### src/rtl/exe_muldiv_if.sv
// EXE-stage handshake between the pipeline and the iterative mul/div sequencer.
// The sequencer takes the slave modport; the pipeline (or a bench) drives the master side.
interface exe_muldiv_if #(
    parameter int DATA_WIDTH = 32
);
    logic                  start_i;
    logic [1:0]            op_i;
    logic [DATA_WIDTH-1:0] op1_i;
    logic [DATA_WIDTH-1:0] op2_i;
    logic                  flush_i;
    logic                  busy_o;
    logic                  stall_o;
    logic                  valid_o;
    logic [DATA_WIDTH-1:0] result_o;

    modport slave (
        input  start_i, op_i, op1_i, op2_i, flush_i,
        output busy_o, stall_o, valid_o, result_o
    );

    modport master (
        output start_i, op_i, op1_i, op2_i, flush_i,
        input  busy_o, stall_o, valid_o, result_o
    );
endinterface

### src/rtl/exe_muldiv_ctrl.sv
// Iterative unsigned MUL/MULHU/DIVU/REMU sequencer beside the EXE ALU: one bit per cycle,
// stalls the front of the pipe until the registered result is shown for a single DONE cycle.
module exe_muldiv_ctrl #(
    parameter int DATA_WIDTH = 32,
    parameter int CNT_WIDTH  = 5
) (
    input  logic         clk_i,
    input  logic         rst_i,
    exe_muldiv_if.slave  bus
);
    localparam int DW = DATA_WIDTH;

    typedef enum logic [1:0] {
        S_IDLE = 2'd0,
        S_RUN  = 2'd1,
        S_DONE = 2'd2
    } state_e;

    state_e                state_q;
    logic [CNT_WIDTH-1:0]  cnt_q;
    logic [1:0]            op_q;
    // a_q is acc (mul) or rem (div); its extra top bit is always zero between steps, so only DW bits are kept.
    logic [DW-1:0]         a_q;
    logic [DW-1:0]         b_q;      // mq (mul) or quo (div)
    logic [DW-1:0]         opnd_q;   // multiplicand or divisor
    logic                  busy_q;
    logic                  valid_q;
    logic [DW-1:0]         result_q;

    logic [DW:0]           mul_sum;
    logic [DW:0]           rem_sh;
    logic [DW:0]           trial;
    logic                  div_ok;
    logic [DW-1:0]         step_a_d;
    logic [DW-1:0]         step_b_d;
    logic [DW-1:0]         res_d;
    logic                  div_by_zero;

    always_comb begin
        mul_sum  = {1'b0, a_q} + (b_q[0] ? {1'b0, opnd_q} : '0);
        rem_sh   = {a_q, b_q[DW-1]};
        trial    = rem_sh - {1'b0, opnd_q};
        div_ok   = ~trial[DW];
        step_a_d = mul_sum[DW:1];
        step_b_d = {mul_sum[0], b_q[DW-1:1]};
        if (op_q[1]) begin
            step_a_d = div_ok ? trial[DW-1:0] : rem_sh[DW-1:0];
            step_b_d = {b_q[DW-2:0], div_ok};
        end
        // MULHU/REMU take the upper/remainder half, MUL/DIVU the lower/quotient half.
        res_d = op_q[0] ? step_a_d : step_b_d;
    end

    assign div_by_zero = bus.op_i[1] & (bus.op2_i == '0);

    always_ff @(posedge clk_i) begin
        if (rst_i) begin
            state_q  <= S_IDLE;
            cnt_q    <= '0;
            op_q     <= '0;
            a_q      <= '0;
            b_q      <= '0;
            opnd_q   <= '0;
            busy_q   <= 1'b0;
            valid_q  <= 1'b0;
            result_q <= '0;
        end else begin
            case (state_q)
                S_IDLE: begin
                    if (bus.start_i && !bus.flush_i) begin
                        op_q   <= bus.op_i;
                        cnt_q  <= CNT_WIDTH'(DW - 1);
                        busy_q <= 1'b1;
                        if (div_by_zero) begin
                            state_q  <= S_DONE;
                            valid_q  <= 1'b1;
                            result_q <= bus.op_i[0] ? bus.op1_i : '1;
                        end else begin
                            state_q <= S_RUN;
                            a_q     <= '0;
                            b_q     <= bus.op_i[1] ? bus.op1_i : bus.op2_i;
                            opnd_q  <= bus.op_i[1] ? bus.op2_i : bus.op1_i;
                        end
                    end
                end
                S_RUN: begin
                    if (bus.flush_i) begin
                        state_q <= S_IDLE;
                        busy_q  <= 1'b0;
                    end else begin
                        a_q   <= step_a_d;
                        b_q   <= step_b_d;
                        cnt_q <= cnt_q - CNT_WIDTH'(1);
                        if (cnt_q == '0) begin
                            state_q  <= S_DONE;
                            valid_q  <= 1'b1;
                            result_q <= res_d;
                        end
                    end
                end
                S_DONE: begin
                    state_q <= S_IDLE;
                    busy_q  <= 1'b0;
                    valid_q <= 1'b0;
                end
                default: begin
                    state_q <= S_IDLE;
                    busy_q  <= 1'b0;
                    valid_q <= 1'b0;
                end
            endcase
        end
    end

    // Low in DONE so the stalled stage advances and captures result_o that cycle.
    assign bus.stall_o  = bus.start_i & ~valid_q & ~bus.flush_i;
    assign bus.busy_o   = busy_q;
    assign bus.valid_o  = valid_q;
    assign bus.result_o = result_q;
endmodule

### src/flat_wrapper.sv
// flat-port wrapper written by rule: the top's interface ports become plain ports
module exe_muldiv_ctrl_flat 
#(
    parameter int DATA_WIDTH = 32,
    parameter int CNT_WIDTH  = 5
)
  (clk_i, rst_i, bus_start_i, bus_op_i, bus_op1_i, bus_op2_i, bus_flush_i, bus_busy_o, bus_stall_o, bus_valid_o, bus_result_o);
  exe_muldiv_if #(.DATA_WIDTH(DATA_WIDTH)) bus_i ();
  input  logic clk_i;
  input  logic rst_i;
  input wire logic [$bits(bus_i.start_i)-1:0] bus_start_i;
  input wire logic [$bits(bus_i.op_i)-1:0] bus_op_i;
  input wire logic [$bits(bus_i.op1_i)-1:0] bus_op1_i;
  input wire logic [$bits(bus_i.op2_i)-1:0] bus_op2_i;
  input wire logic [$bits(bus_i.flush_i)-1:0] bus_flush_i;
  output wire logic [$bits(bus_i.busy_o)-1:0] bus_busy_o;
  output wire logic [$bits(bus_i.stall_o)-1:0] bus_stall_o;
  output wire logic [$bits(bus_i.valid_o)-1:0] bus_valid_o;
  output wire logic [$bits(bus_i.result_o)-1:0] bus_result_o;
  assign bus_i.start_i = bus_start_i;
  assign bus_i.op_i = bus_op_i;
  assign bus_i.op1_i = bus_op1_i;
  assign bus_i.op2_i = bus_op2_i;
  assign bus_i.flush_i = bus_flush_i;
  assign bus_busy_o = bus_i.busy_o;
  assign bus_stall_o = bus_i.stall_o;
  assign bus_valid_o = bus_i.valid_o;
  assign bus_result_o = bus_i.result_o;
  exe_muldiv_ctrl #(.DATA_WIDTH(DATA_WIDTH), .CNT_WIDTH(CNT_WIDTH)) u_core (.clk_i(clk_i), .rst_i(rst_i), .bus(bus_i));
endmodule
### config.mk
export PLATFORM = sky130hd
export DESIGN_NAME = exe_muldiv_ctrl_flat
export DESIGN_NICKNAME = d
export VERILOG_FILES = /design/src/rtl/exe_muldiv_if.sv /design/src/rtl/exe_muldiv_ctrl.sv /design/src/flat_wrapper.sv
export SDC_FILE = /design/constraint.sdc
export NUM_CORES = 1
export LEC_CHECK = 0
export CELL_PAD_IN_SITES_DETAIL_PLACEMENT = 1
export CELL_PAD_IN_SITES_GLOBAL_PLACEMENT = 2
export CORE_UTILIZATION = 38
export CTS_CLUSTER_DIAMETER = 40
export CTS_CLUSTER_SIZE = 28
export DETAILED_ROUTE_END_ITERATION = 8
export PLACE_DENSITY_LB_ADDON = 0.1
export SYNTH_ARGS = -nofsm -noshare
export SYNTH_HDL_FRONTEND = slang
export SYNTH_SLANG_ARGS = --single-unit
### constraint.sdc
create_clock -name clk_i -period 9.78 [get_ports clk_i]
set_input_delay 0.978 -clock clk_i [delete_from_list [all_inputs] [get_ports clk_i]]
set_output_delay 0.978 -clock clk_i [all_outputs]
set_load 0.02 [all_outputs]
Word-level counts from Yosys, hierarchy flattened
Cells that the tools add are included.

storage, ports and cells
  register bits = 139
  latch bits = 0
  RAM bits = 0
  ROM bits = 0
  bits of input ports = 70
  output and inout port bits = 35
  logic and storage cells = 78
  memories = 0

cells by class
  add/subtract/negate cells = 3
  multipliers = 0
  divide/modulo/power cells = 0
  $lt $le $gt $ge = 0
  equal/unequal tests = 8
  shifts and indexed selects = 0
  multiplexer cells = 37
  bitwise operators = 7
  reduce and logical (&&, ||, !) cells = 14

operators by type and width
  kind                                                                      number
  32-bit 2-to-1 mux                                                         18
  32-bit one-hot mux with 2 select lines                                    3
  32-bit by 33-bit adder with 33-bit output                                 1
  33-bit by 32-bit subtractor with 33-bit output                            1
  32-bit zero test                                                          1
  5-bit 2-to-1 mux                                                          2
  5-bit one-hot mux with 2 select lines                                     1
  2-bit 2-to-1 mux                                                          4
  4-bit AND reduction                                                       2
  1-bit 2-to-1 mux                                                          6
  2-bit by 1-bit inequality test with 1-bit output (second input constant)  3
  2-bit inequality test (second input constant)                             3
  2-bit AND reduction                                                       3
  3-bit AND reduction                                                       2
  5-bit zero test                                                           1
  5-bit AND reduction                                                       1
  5-bit by 1-bit subtractor with 5-bit output (second input constant)       1
  1-bit NOT                                                                 4
  1-bit one-hot mux with 2 select lines                                     2
  2-bit one-hot mux with 2 select lines                                     1
  1-bit AND                                                                 3
  3-bit by 2-bit inequality test with 1-bit output (second input constant)  1
  2-bit by 1-bit equality test with 1-bit output (second input constant)    1
  2-bit zero test                                                           1
  3 further kinds                                                           3

Logic depth before layout (Yosys ltp)
  depth in word-level cells = 7
  mapped depth = 15
  mapped depth without buffers = 13

Worst setup path before layout
No wires, ideal clock.

  kind = flip-flop to flip-flop
  from = reg u_core.b_q[0]
  to = reg u_core.result_q[20] (netlist: u_core.bus.result_o[20])
  library setup time = 0.080 ns
  arrival time = 3.069 ns
  data required time = 9.700 ns
  path slack = 6.631 ns
  stages on the path, launching flop included = 13
  buffers on the path = 1
  clock period less this slack = 3.149 ns
  cell sequence = dfxtp_1 -> clkbuf_1 -> and2_1 -> ha_1 -> a2111oi_0 -> o21ai_0 -> a21oi_1 -> o21ai_0 -> nor2b_1 -> a21oi_1 -> xor2_1 -> mux4_2 -> a211oi_2

on the way
  word-level cells in the longest chain between the ends = 7

ends and longest elaborated chain
  what                                       line                   text
  start: declaration                         exe_muldiv_ctrl.sv:24  logic [DW-1:0] b_q;
  start signal: assignment                   exe_muldiv_ctrl.sv:81  b_q <= bus.op_i[1] ? bus.op1_i : bus.op2_i;
  start signal: assignment                   exe_muldiv_ctrl.sv:92  b_q <= step_b_d;
  32-bit 2-to-1 mux                          exe_muldiv_ctrl.sv:40  mul_sum = {1'b0, a_q} + (b_q[0] ? {1'b0, opnd_q} : '0);
  32-bit by 33-bit adder with 33-bit output  exe_muldiv_ctrl.sv:40
  32-bit 2-to-1 mux                          exe_muldiv_ctrl.sv:46  if (op_q[1]) begin
  32-bit 2-to-1 mux                          exe_muldiv_ctrl.sv:51  res_d = op_q[0] ? step_a_d : step_b_d;
  32-bit 2-to-1 mux                          exe_muldiv_ctrl.sv:94  if (cnt_q == '0) begin
  32-bit 2-to-1 mux                          exe_muldiv_ctrl.sv:87  if (bus.flush_i) begin
  32-bit one-hot mux with 2 select lines     exe_muldiv_ctrl.sv:68  case (state_q)
  end signal: assignment                     exe_muldiv_ctrl.sv:77  result_q <= bus.op_i[0] ? bus.op1_i : '1;
  end signal: assignment                     exe_muldiv_ctrl.sv:97  result_q <= res_d;
  end: declaration                           exe_muldiv_ctrl.sv:28  logic [DW-1:0] result_q;

No other way between the ends. The select of a mux whose other input is x is not followed.
A chain may end at the register's enable or synchronous reset.

Final worst setup path
  from = in bus_op2_i[2]
  to = reg u_core.result_q[12] (netlist: u_core.bus.result_o[12])

on the way
  word-level cells in the longest chain between the ends = 4

ends and longest elaborated chain
  what                                                        line                   text
  start: declaration                                          flat_wrapper.sv:14     input wire logic [$bits(bus_i.op2_i)-1:0] bus_op2_i;
  32-bit zero test                                            exe_muldiv_ctrl.sv:54  assign div_by_zero = bus.op_i[1] & (bus.op2_i == '0);
  1-bit AND                                                   exe_muldiv_ctrl.sv:54
  2-bit by 1-bit inequality test with 1-bit output (no line)  --
  5-bit AND reduction (no line)                               --

No other way between the ends.

==> flow_summary.yaml <==
route:
  drc: 0
  wirelength_um: 46500
  wl_met2_um: 19700
  antenna_left: 0
  avgViaCountPerCell: 6.03
  dr_wl_met3_um: 2400
  routed.top_layer: "met4"
  vias: 11900
  drtIter0Drc: 839
  wl_per_cell_um: 23.5
  first_pass_iters: 5
  wl_met1_um: 23700
synthesis:
  ys_seq_area_frac: 0.237
  synth_nets: 1675
  synth_top_area_cell: "dfxtp_1"
  yosys_warnings: 0
  synth_area_leaders: "dfxtp_1 24%, mux2i_1 7.3%, ha_1 7.0%, a21oi_1 5.5%, nand2_1 4.8%"
  ys.flop_type: "dfxtp_1"
  synth-edff-count: 0
  synth_top_area_share: 0.237
  async_flop_share: 0
  synth-seq-cells: 139
  synthDistinctLibCells: 86
  syn_area_mm2: 0.0118
  netlist_instances: 1537
  avgSynthCellArea_um2: 7.65
worst_hold_path:
  min_to: "u_core.b_q[14]$_SDFFE_PP0P_"
  hold_start: "u_core.b_q[14]$_SDFFE_PP0P_"
  worstHoldPathCells: 2
  hold_path_class: "flip-flop to flip-flop"
floorplan:
  rows: 64
  die_w_um: 178
  core-area_mm2: 0.0305
  ios: 105
  die_area_mm2: 0.0317
  die_h_um: 178
  start_util: 0.385
setup_path:
  endpoint_kind: "flip-flop"
  timing.rr.end: "u_core.a_q[9]$_SDFFE_PP0P_"
  reg2reg_slack_ps: 5540
  worstRegToRegCells: 14
  rr_startpoint: "u_core.b_q[31]$_SDFFE_PP0P_"
  arrival_ps: 5050
  cp-start-kind: "input pin"
  crit_slowest_cell: "or3_2"
  worst_path_largest_cell_delay_ps: 900
  path_cells: "clkdlybuf4s50_1, nor4_1, nand4_1, nor3_1, a31oi_1, or3_2, nor3_1, a21oi_1, o21a_1, a221oi_1"
  path_max_fanout: 56
  worstPathRequired_ps: 10110
  crit_type: "input pin to flip-flop"
  path_common_cell: "nor3_1"
final_layout:
  area_growth_pct: 15.8
  fill_cells: 3700
  nets: 1707
  fin_cells: 1978
  drive_above_1_share: 0.0702
  num_antenna_cells: 0
timing:
  skew_ps: 11.7
  final-setup-viol-count: 0
  period_needed_ps: 4730
  max_freq_ghz: 0.212
  fin_setup_tns_ps: 0
  rsz0062_at_grt: "no"
  timing.final.crit_share: 0.483
  max_slew_margin: 0.278
  slew_violations: 0
  hold_viol_final: 0
  worst_pin_slew_ps: 1080
placed_design:
  hpwlAfterDp_um: 35300
  gp_congestion: 0.898
  dp.cells: 1946
  port_buffers: 104
clock_network:
  cts_resized: 0
  cts-root-buf: "clkbuf_16"
  cts_buffers: 17
  cts_setup_buffers: 0
  hold_buffers: 0
  worstSkewPairLatency_ps: 430
  cts_sinks: 139
  cts_tree: "yes"
  clkTransAtPathRegs_ps: 60
  clockBufferDepth: 2
  htreeDepth: 4
power:
  irDropWorstVdd_uv: 103
  power_leakage_nw: 5.28
  power.density_mw_per_mm2: 125
global_route:
  grt_overflow_total: 0
  grt_max_degree: 68
  grt_pass1_wl_um: 70300
  antenna_found_initial: 0
  first_global_vias: 11500
  grtUsageTotal: 0.296
job:
  maxCapViolCount: 0
outcome:
  status: "finished clean"
-- flip-flops by register name, indices dropped and copies added, names as in the netlist --
name	cells
u_core.a_q	32
u_core.bus.result_o	32
u_core.cnt_q	5
u_core.state_q	2
u_core.bus.busy_o	1
u_core.bus.valid_o	1
u_core.b_q	32
u_core.op_q	2
u_core.opnd_q	32
-- synth_stat cells, types with 29 or more instances --
cell / instances
nand2_1: 150
dfxtp_1: 139
nor2_1: 130
a21oi_1: 129
mux2i_1: 86
clkbuf_1: 77
o21ai_0: 72
ha_1: 66
a211oi_1: 64
inv_1: 59
nor3_1: 56
and2_1: 43
o211ai_1: 37
mux2_2: 29
-- power by group --
group	total, mW	leakage (nW)	switching, mW	internal [mW]
clock	0.691	0.284	0.283	0.408
combinational	0.394	3.86	0.243	0.150
sequential	0.622	1.13	0.0305	0.591
-- critical path, delay by kind of cell --
family	cells	cell delay, ps
AO/OA/AOI/OAI	4	770
AND/OR/NAND/NOR	5	2830
buffers and inverters	1	460
-- placed cells by master, fill, tap and decap left out, types with 8 or more instances in the layout --
master and count:
nand2_1 150, dfxtp_1 138, a21oi_1 129, nor2_1 128
clkdlybuf4s50_1 102, mux2i_1 86, o21ai_0 72, ha_1 66
a211oi_1 64, inv_1 59, nor3_1 56, and2_1 43
o211ai_1 37, mux2_2 29, xnor2_1 28, a21o_1 23
a31oi_1 23, nand3_1 21, xor2_1 20, nor2b_1 19
buf_4 18, clkbuf_16 17, o31ai_1 16, o21a_1 15
nor4_1 15, a22o_1 15, nand4_1 13, o21bai_1 11
or3_1 10, and3_1 9, a21boi_0 8
-- worst max-delay path by stage --
stage,startpoint,end,cells past startpoint
final,bus_op2_i[2],u_core.bus.result_o[12]$_SDFFE_PP0P_,10
after global routing,bus_op2_i[2],u_core.bus.result_o[12]$_SDFFE_PP0P_,10
after floorplan,u_core.b_q[0]$_SDFFE_PP0P_,u_core.bus.result_o[20]$_SDFFE_PP0P_,12
after CTS,bus_op2_i[2],u_core.bus.result_o[12]$_SDFFE_PP0P_,10
after detailed placement,bus_op2_i[2],u_core.bus.result_o[12]$_SDFFE_PP0P_,10
after global placement,bus_op2_i[2],u_core.bus.result_o[12]$_SDFFE_PP0P_,10
-- logic make-up (layout without fill, tap and decap cells) --
family                   count (synthesis)  count (layout)  share of synthesized area
XOR/XNOR                                48              48                     0.0358
buffers and inverters                  166             211                     0.0558
adder cells (fa/ha/maj)                 68              68                     0.0736
AO/OA/AOI/OAI                          504             504                      0.295
AND/OR/NAND/NOR                        493             493                      0.198
flip-flops                             139             139                      0.237
multiplexers                           119             119                      0.106
-- cell type report --
class	instances	area, µm²	share of cell area
timing repair buffer	120	1160	0.0849
inverter	59	221	0.0163
tap	396	495	0.0364
sequential	139	2790	0.205
clock buffer	18	439	0.0322
multi-input combinational	1232	8350	0.613
clock inverter	14	173	0.0127
-- metal layers --
metal / track usage / vias up
met5: 0 / -
met4: 0.0609 / 0
met3: 0.0330 / 33
met2: 0.434 / 345
met1: 0.455 / 5799
li1: - / 5746
-- through the flow --
stage	power, mW	utilization	hold WS [ps]	instance area, µm²	worst slack, ps
after CTS	1.71	0.446	473	13600	5020
after global placement	1.02	0.426	460	13000	4690
final	1.71	0.446	476	13600	5050
after global routing	1.77	0.446	505	13600	4890
after detailed placement	1.02	0.426	464	13000	4590
after floorplan	0.873	-	443	11800	6630
(Power assumes the default switching activity.)
